$ cat src/rtl/flip_if.sv
// Handshake bundle between the upstream cook controller, the flip sequencer
// and the flipping actuator.
interface flip_if;
  logic [1:0] status;
  logic       need_flip;
  logic       act_ack;
  logic       act_req;
  logic       flip;
  logic [3:0] flip_cnt;
  logic       done;
  logic       alarm;
  logic       err_tmo;

  modport master (
    output status, need_flip, act_ack,
    input  act_req, flip, flip_cnt, done, alarm, err_tmo
  );

  modport slave (
    input  status, need_flip, act_ack,
    output act_req, flip, flip_cnt, done, alarm, err_tmo
  );
endinterface

$ cat src/rtl/flip_ctrl.sv
// Flip sequencer: debounces the upstream flip request, runs a timed
// request/acknowledge handshake with the actuator and counts completed flips.
module flip_ctrl #(
  parameter int DEBOUNCE    = 4,
  parameter int ACK_TIMEOUT = 16
) (
  input  logic   clk,
  input  logic   reset,
  flip_if.slave  bus
);

  typedef enum logic [2:0] {
    S_IDLE, S_WAIT, S_REQ, S_FLIP, S_REL, S_DONE, S_ALARM
  } state_t;

  localparam logic [3:0] DEB_LAST = 4'(DEBOUNCE);
  localparam logic [7:0] TMO_LAST = 8'(ACK_TIMEOUT - 1);

  state_t     state_reg, state_next;
  logic [3:0] deb_cnt_reg, deb_cnt_next;
  logic [7:0] tmo_cnt_reg, tmo_cnt_next;
  logic [3:0] flip_cnt_reg, flip_cnt_next;
  logic       err_tmo_reg, err_tmo_next;

  always_ff @(posedge clk or negedge reset) begin
    if (!reset) begin
      state_reg    <= S_IDLE;
      deb_cnt_reg  <= '0;
      tmo_cnt_reg  <= '0;
      flip_cnt_reg <= '0;
      err_tmo_reg  <= 1'b0;
    end else begin
      state_reg    <= state_next;
      deb_cnt_reg  <= deb_cnt_next;
      tmo_cnt_reg  <= tmo_cnt_next;
      flip_cnt_reg <= flip_cnt_next;
      err_tmo_reg  <= err_tmo_next;
    end
  end

  always_comb begin
    state_next    = state_reg;
    deb_cnt_next  = deb_cnt_reg;
    tmo_cnt_next  = tmo_cnt_reg;
    flip_cnt_next = flip_cnt_reg;
    err_tmo_next  = err_tmo_reg;
    // A burnt product overrides every other transition; ALARM only leaves on reset
    if (state_reg != S_ALARM && bus.status == 2'b11) begin
      state_next = S_ALARM;
    end else begin
      case (state_reg)
        S_IDLE: begin
          if (bus.need_flip) begin
            state_next   = S_WAIT;
            deb_cnt_next = 4'd1;
          end else if (bus.status == 2'b10) begin
            state_next = S_DONE;
          end
        end
        S_WAIT: begin
          if (!bus.need_flip) begin
            state_next   = S_IDLE;
            deb_cnt_next = '0;
          end else if (deb_cnt_reg == DEB_LAST) begin
            state_next   = S_REQ;
            deb_cnt_next = '0;
            tmo_cnt_next = '0;
          end else begin
            deb_cnt_next = deb_cnt_reg + 4'd1;
          end
        end
        S_REQ: begin
          if (bus.act_ack) begin
            state_next = S_FLIP;
            if (flip_cnt_reg != 4'hF) flip_cnt_next = flip_cnt_reg + 4'd1;
          end else if (tmo_cnt_reg == TMO_LAST) begin
            state_next   = S_ALARM;
            err_tmo_next = 1'b1;
          end else begin
            tmo_cnt_next = tmo_cnt_reg + 8'd1;
          end
        end
        S_FLIP:  state_next = S_REL;
        S_REL:   if (!bus.act_ack) state_next = S_IDLE;
        S_DONE:  if (bus.status != 2'b10) state_next = S_IDLE;
        S_ALARM: state_next = S_ALARM;
        default: state_next = S_IDLE;
      endcase
    end
  end

  always_comb begin
    bus.act_req  = (state_reg == S_REQ) || (state_reg == S_FLIP);
    bus.flip     = (state_reg == S_FLIP);
    bus.done     = (state_reg == S_DONE);
    bus.alarm    = (state_reg == S_ALARM);
    bus.err_tmo  = err_tmo_reg;
    bus.flip_cnt = flip_cnt_reg;
  end

endmodule

$ cat src/flat_wrapper.sv
// flat-port wrapper written by rule: the top's interface ports become plain ports
module flip_ctrl_flat 
#(
  parameter int DEBOUNCE    = 4,
  parameter int ACK_TIMEOUT = 16
)
  (clk, reset, bus_status, bus_need_flip, bus_act_ack, bus_act_req, bus_flip, bus_flip_cnt, bus_done, bus_alarm, bus_err_tmo);
  flip_if bus_i ();
  input  logic clk;
  input  logic reset;
  input wire logic [$bits(bus_i.status)-1:0] bus_status;
  input wire logic [$bits(bus_i.need_flip)-1:0] bus_need_flip;
  input wire logic [$bits(bus_i.act_ack)-1:0] bus_act_ack;
  output wire logic [$bits(bus_i.act_req)-1:0] bus_act_req;
  output wire logic [$bits(bus_i.flip)-1:0] bus_flip;
  output wire logic [$bits(bus_i.flip_cnt)-1:0] bus_flip_cnt;
  output wire logic [$bits(bus_i.done)-1:0] bus_done;
  output wire logic [$bits(bus_i.alarm)-1:0] bus_alarm;
  output wire logic [$bits(bus_i.err_tmo)-1:0] bus_err_tmo;
  assign bus_i.status = bus_status;
  assign bus_i.need_flip = bus_need_flip;
  assign bus_i.act_ack = bus_act_ack;
  assign bus_act_req = bus_i.act_req;
  assign bus_flip = bus_i.flip;
  assign bus_flip_cnt = bus_i.flip_cnt;
  assign bus_done = bus_i.done;
  assign bus_alarm = bus_i.alarm;
  assign bus_err_tmo = bus_i.err_tmo;
  flip_ctrl #(.DEBOUNCE(DEBOUNCE), .ACK_TIMEOUT(ACK_TIMEOUT)) u_core (.clk(clk), .reset(reset), .bus(bus_i));
endmodule
$ cat config.mk
export PLATFORM = sky130hd
export DESIGN_NAME = flip_ctrl_flat
export DESIGN_NICKNAME = d
export VERILOG_FILES = /design/src/rtl/flip_if.sv /design/src/rtl/flip_ctrl.sv /design/src/flat_wrapper.sv
export SDC_FILE = /design/constraint.sdc
export NUM_CORES = 1
export LEC_CHECK = 0
export ABC_AREA = 1
export CAP_MARGIN = 20
export CORE_MARGIN = 2
export CORE_UTILIZATION = 64
export CTS_BUF_LIST = sky130_fd_sc_hd__clkbuf_8
export DETAILED_ROUTE_END_ITERATION = 12
export DONT_BUFFER_PORTS = 1
export PLACE_DENSITY = 0.76
export SYNTH_ARGS = -nofsm -noshare
export SYNTH_HDL_FRONTEND = slang
export SYNTH_SLANG_ARGS = --single-unit
export TNS_END_PERCENT = 1
$ cat constraint.sdc
create_clock -name clk -period 1.83 [get_ports clk]
set_clock_uncertainty 0.15 [all_clocks]
set_input_delay 0.366 -clock clk [delete_from_list [all_inputs] [get_ports clk]]
set_output_delay 0.366 -clock clk [all_outputs]
set_load 0.01 [all_outputs]
==> results.txt, run 1 <==
mapped cell area - 1260 sq um
post-synthesis sequential area ratio - 39.6%
Initial Util - 66.4%
Via Count - 1101
CTS tree - yes
Psw - 807 uW
Syn Area/Cell - 7.43 sq um
Core ar. - 1900 sq um
clk buf depth - 2
relative slew slack - 37.6%
max FFs per register - 8
Total Routing Usage GR - 24.4%
Detail Route Antenna Nets - 0
hpwl dp - 1.92 mm
flop2flop setup slack - 0.12 ns
Overall Power - 1.84 mW
Mapped Nets - 180
Layout area overhead - 9.51%
cell count after synthesis - 170
power density cells - 1330 nW/um^2
vias in the first global route - 1064
H-tree Lvls - 1
Max Cap Violations - 0
Final Util - 72.8%
first-pass GRT wire length - 4.61 mm
routing usage on met3 - 3.09%
IO Port Bufs - 0
Comb pwr share - 40.2%
met2 global-route usage - 42.1%
Ys Warns - 0
startpoint types - flip-flop
final hold vios - 0
final period utilization - 93.3%
clock share of power - 18.6%
RSZ-0062 raised after global routing - true
final setup fails - 0
layout net count - 188
synth unique cells - 26
fillers - 172
die height - 48.4 um
total negative slack - 0 ns
DRC Markers - 0
Std-Cell Rows - 16
share of layout cells above drive strength 1 - 11.9%
Switching Share - 44.0%
critical path fanouts, max - 10
DIE AREA - 2350 sq um
Fmax - 586 MHz
Die W - 48.4 um
Ports - 15
CTS Buf Count - 3
drt pass-1 iters - 4
Slew Viols, Final - 0
initial antenna violation count - 0
Tmin final - 1.71 ns
global routing's busiest layer - met2
worst skew pair latency - 0.26 ns
Via density - 5.40
GRT overflow - 0
final wirelength - 2.53 mm
critical path arrival - 1.75 ns
GPL Wtd Cong - 0.896
pre-CTS setup slack - 0.0991 ns
drt wl/cell - 12.4 um
#FFs+latches synth - 20
Root Buffer - clkbuf_8
Req. time, crit path - 1.88 ns
diode count - 0
status - completed
slew at the pin closest to its max-slew limit - 0.933 ns
HP Class - primary input to flip-flop
largest net degree at the start of global routing - 21
Seq pwr share - 41.3%
worst vdd ir - 0.000792 V
Leak Pwr - 0.696 nW
Setup WS post-layout - 0.123 ns
grt met1 use - 33.1%
clock sink count - 20
Reg clk slew, reported paths - 0.08 ns
number of DRC markers in iteration 0 - 24
Setup CP Type - flip-flop to flip-flop
Int Pwr - 1.03 mW
CP endpoint kind - flip-flop
[metal layers]
metal,vias up,share of wire (%),wire (um)
met4,0,0.71,18
met5,-,0,0
met1,509,47,1180
met2,18,50,1270
li1,570,-,-
met3,4,2.5,64
[placed cells by master, fill, tap and decap left out, types with 4 or more instances in the layout]
cell type,Yosys,final
nand3_1,23,23
nand2_1,43,43
ha_1,4,4
inv_1,21,20
inv_2,3,4
o21ai_0,7,7
nor2_1,16,16
dfrtp_1,20,20
clkbuf_8,0,4
[worst max-delay path: stages, from the launching register on]
cell     delay [ns]
dfrtp_1        0.41
inv_2          0.08
ha_1           0.14
nand2_1        0.05
nor2_1         0.12
inv_1          0.05
nand2_1        0.09
nand2_1        0.09
a21oi_4        0.25
nand3_1        0.12
nand2_1        0.08
[what timing repair did]
item	4_1_cts	5_1_grt
hold buffers	1	0
buffers inserted	0	0
endpoints found under the hold margin	20	0
endpoints found under the setup margin	0	6
gates resized for setup	0	2
[cells by family after synthesis]
kind of cell	Yosys count	synth area share, %
AOI/OAI and AO/OA	16	7.82
xor gates and xnor gates	4	2.77
adders and majority gates	4	3.96
buffers and inverters	24	7.13
DFF	20	39.6
and+or+nand+nor	102	38.7
[cells in the mapped netlist, drive strengths merged]
library cell / number / area [sq um]
nand2: 46 / 180
nand3: 26 / 145
inv: 24 / 90.1
dfrtp: 20 / 500
nor2: 18 / 77.6
o21ai: 9 / 45.0
ha: 4 / 50.1
nand4: 4 / 31.3
nor3: 4 / 25.0
a21oi: 3 / 26.3
a31oi: 2 / 12.5
nand3b: 2 / 15.0
nor3b: 2 / 15.0
xnor2: 2 / 17.5
xor2: 2 / 17.5
a21o: 1 / 7.51
o211ai: 1 / 7.51
[worst paths after layout]
check | startpoint | to | depth (start not counted)
min | bus_need_flip | u_core.deb_cnt_reg[1] | 2
max | u_core.deb_cnt_reg[0] | u_core.tmo_cnt_reg[1] | 10
min in group asynchronous | reset | u_core.deb_cnt_reg[3] | 1
max reg2reg | u_core.deb_cnt_reg[0] | u_core.tmo_cnt_reg[1] | 10
min reg2reg | u_core.bus.err_tmo | u_core.bus.err_tmo | 1
max in group asynchronous | reset | u_core.bus.flip_cnt[1] | 1
[layout make-up]
type,instances,area [sq um],share of cell area [%]
Clock buffer,4,55.1,3.98
Inverter,24,90.1,6.51
Multi-Input combinational cell,126,679,49.1
Sequential cell,20,500,36.2
Tap cell,27,33.8,2.44
Timing Repair Buffer,3,25.0,1.81
[power groups by stage]
stage               clock network [mW]  logic, mW  registers, mW
floorplan                            0      0.576          0.721
CTS                              0.341      0.734          0.747
global route                     0.364      0.859          0.778
global placement                     0      0.692          0.746
detailed placement                   0      0.719          0.755
finish                           0.341      0.737          0.757
[metrics by stage]
step	hold WS, ns	std cells	cell area [sq um]
after CTS	0.148	204	1380
after global routing	0.188	204	1380
after global placement	-0.0792	199	1310
after detailed placement	-0.0792	199	1310
after floorplan	-0.0796	170	1260
final	0.142	204	1380
No activity file was read; power rests on OpenSTA's default activity.
==> run 2: changes to the inputs <==
--- a/config.mk
+++ b/config.mk
@@ -7,8 +7,10 @@
 export LEC_CHECK = 0
 export ABC_AREA = 1
 export CAP_MARGIN = 20
+export CELL_PAD_IN_SITES_DETAIL_PLACEMENT = 1
+export CELL_PAD_IN_SITES_GLOBAL_PLACEMENT = 1
 export CORE_MARGIN = 2
-export CORE_UTILIZATION = 64
+export CORE_UTILIZATION = 47
 export CTS_BUF_LIST = sky130_fd_sc_hd__clkbuf_8
 export DETAILED_ROUTE_END_ITERATION = 12
 export DONT_BUFFER_PORTS = 1
==> results.txt, run 2 (synthesized netlist as in run 1, its figures left out) <==
status - completed (unchanged)
Std-Cell Rows - 18 (was 16)
critical path, cell by cell - nor3_4, nand2_2, nand2_1, nand3_2, nand2_1, o21ai_1 (was inv_2, ha_1, nand2_1, nor2_1, inv_1, nand2_1, nand2_1, a21oi_4, nand3_1, nand2_1)
Overall Power - 2.03 mW (was 1.84 mW)
Setup WS post-layout - 0.0880 ns (was 0.123 ns)
worst skew pair latency - 0.26 ns (about the same)
most frequent cells in the layout - nand2_1 (42), nand3_1 (23), inv_1 (21) (was nand2_1 (43), nand3_1 (23), inv_1 (20), dfrtp_1 (20), nor2_1 (16))
Via density - 5.63 (was 5.40)
max FFs per register - 8 (unchanged)
CP endpoint kind - flip-flop (unchanged)
Slew Viols, Final - 0 (unchanged)
Die W - 55.9 um (was 48.4 um)
share of layout cells above drive strength 1 - 13.0% (was 11.9%)
clock sink count - 20 (unchanged)
commonest non-fill, non-tap cell in the layout - nand2_1 (unchanged)
final wirelength - 3.36 mm (was 2.53 mm)
HP Class - primary input to flip-flop (unchanged)
Root Buffer - clkbuf_8 (unchanged)
Req. time, crit path - 1.83 ns (was 1.88 ns)
fin area - 1440 sq um (was 1380 sq um)
critical path arrival - 1.74 ns (was 1.75 ns)
hpwl dp - 2.45 mm (was 1.92 mm)
initial antenna violation count - 0 (unchanged)
Initial Util - 50.1% (was 66.4%)
Layout area overhead - 13.7% (was 9.51%)
Fmax - 574 MHz (was 586 MHz)
fillers - 314 (was 172)
drt wl/cell - 16.2 um (was 12.4 um)
die height - 55.9 um (was 48.4 um)
crit-path max cell delay - 0.49 ns (was 0.41 ns)
Detail Route Antenna Nets - 0 (unchanged)
vias in the first global route - 1272 (was 1064)
slew at the pin closest to its max-slew limit - 0.936 ns (was 0.933 ns)
DIE AREA - 3120 sq um (was 2350 sq um)
Ports - 15 (unchanged)
H-tree Lvls - 1 (unchanged)
number of DRC markers in iteration 0 - 35 (was 24)
Core ar. - 2520 sq um (was 1900 sq um)
startpoint types - flip-flop (unchanged)
CTS tree - yes (unchanged)
largest net degree at the start of global routing - 21 (unchanged)
CTS Buf Count - 3 (unchanged)
Reg clk slew, reported paths - 0.08 ns (about the same)
clk buf depth - 2 (unchanged)
final period utilization - 95.2% (was 93.3%)
Setup CP Type - flip-flop to flip-flop (unchanged)
critical path fanouts, max - 7 (was 10)
DRC Markers - 0 (unchanged)
Via Count - 1165 (was 1101)
Leak Pwr - 0.704 nW (was 0.696 nW)
RSZ-0062 raised after global routing - true (unchanged)
layout net count - 188 (unchanged)
Total Routing Usage GR - 22.0% (was 24.4%)
drt pass-1 iters - 4 (unchanged)
final setup fails - 0 (unchanged)
DP Area - 1310 sq um (about the same)
Tmin final - 1.74 ns (was 1.71 ns)
IO Port Bufs - 0 (unchanged)
first-pass GRT wire length - 5.49 mm (was 4.61 mm)
relative slew slack - 37.4% (was 37.6%)
Most common cell on crit path - nand2_1 (unchanged)
diode count - 0 (unchanged)
GRT overflow - 0 (unchanged)
Max Cap Violations - 0 (unchanged)
slowest CP cell - dfrtp_2 (was dfrtp_1)
GPL Wtd Cong - 0.830 (was 0.896)
final hold vios - 0 (unchanged)
power density cells - 1420 nW/um^2 (was 1330 nW/um^2)
pre-CTS setup slack - 0.0327 ns (was 0.0991 ns)
worst vdd ir - 0.00122 V (was 0.000792 V)
==> run 2: cell type report <==
| cell class | count | area (sq um) | area share (%) |
|---|---|---|---|
| clock buffers | 3 | 41.3 | 2.87 |
| clock inverters | 1 | 30.0 | 2.09 |
| inverters | 24 | 90.1 | 6.27 |
| multi-input cells | 127 | 718 | 50.0 |
| flip-flops and latches | 20 | 502 | 34.9 |
| well taps | 30 | 37.5 | 2.61 |
| repair buffers | 2 | 17.5 | 1.22 |
==> run 2: power breakdown <==
part / switching [mW] / leakage [nW] / internal [mW] / total, mW
registers: 0.200 / 0.263 / 0.572 / 0.772
clock network: 0.157 / 0.0357 / 0.292 / 0.449
logic: 0.538 / 0.405 / 0.275 / 0.812
total: 0.895 / 0.704 / 1.14 / 2.03
==> run 2: metrics by stage <==
| stage | TNS [ns] | utilization, % | cells | hold slack, ns |
|---|---|---|---|---|
| CTS | 0 | 55.1 | 206 | 0.128 |
| global placement | 0 | 51.9 | 201 | -0.0792 |
| finish | 0 | 56.9 | 207 | 0.131 |
| detailed placement | 0 | 51.9 | 201 | -0.0792 |
| global route | -0.0594 | 56.9 | 207 | 0.166 |
| floorplan | 0 | - | 170 | -0.0796 |
==> run 2: what timing repair did <==
item                       CTS  global route
hold buffers                 1             0
gates resized for setup      0             8
setup endpoints to repair    0            14
buffers inserted             0             0
hold endpoints to repair    20             0
==> run 2: worst paths after layout <==
| path | from | depth (start not counted) | endpoint | slack (ns) |
|---|---|---|---|---|
| setup / recovery | u_core.state_reg[1] | 6 | u_core.tmo_cnt_reg[5] | 0.09 |
| hold / removal | bus_need_flip | 2 | u_core.deb_cnt_reg[1] | 0.13 |
| setup reg to reg | u_core.state_reg[1] | 6 | u_core.tmo_cnt_reg[5] | 0.09 |
| hold reg to reg | u_core.tmo_cnt_reg[1] | 2 | u_core.tmo_cnt_reg[1] | 0.38 |
| max in group asynchronous | reset | 1 | u_core.state_reg[1] | 0.36 |
| min in group asynchronous | reset | 1 | u_core.tmo_cnt_reg[6] | 0.54 |
==> run 2: layer usage <==
layer	vias up	part of all wire, %	GRT usage, %	routed length, um
li1	571	-	-	-
met1	561	44	26.5	1480
met2	31	50	38.6	1690
met3	2	5.1	6.05	170
met4	0	0.51	6.12	17
met5	-	0	0	0
==> run 2: critical path: cells and delay by family (launching register included) <==
kind	cells	cell delay (ns)
DFF	1	0.49
AOI/OAI and AO/OA	1	0.07
and+or+nand+nor	5	0.90
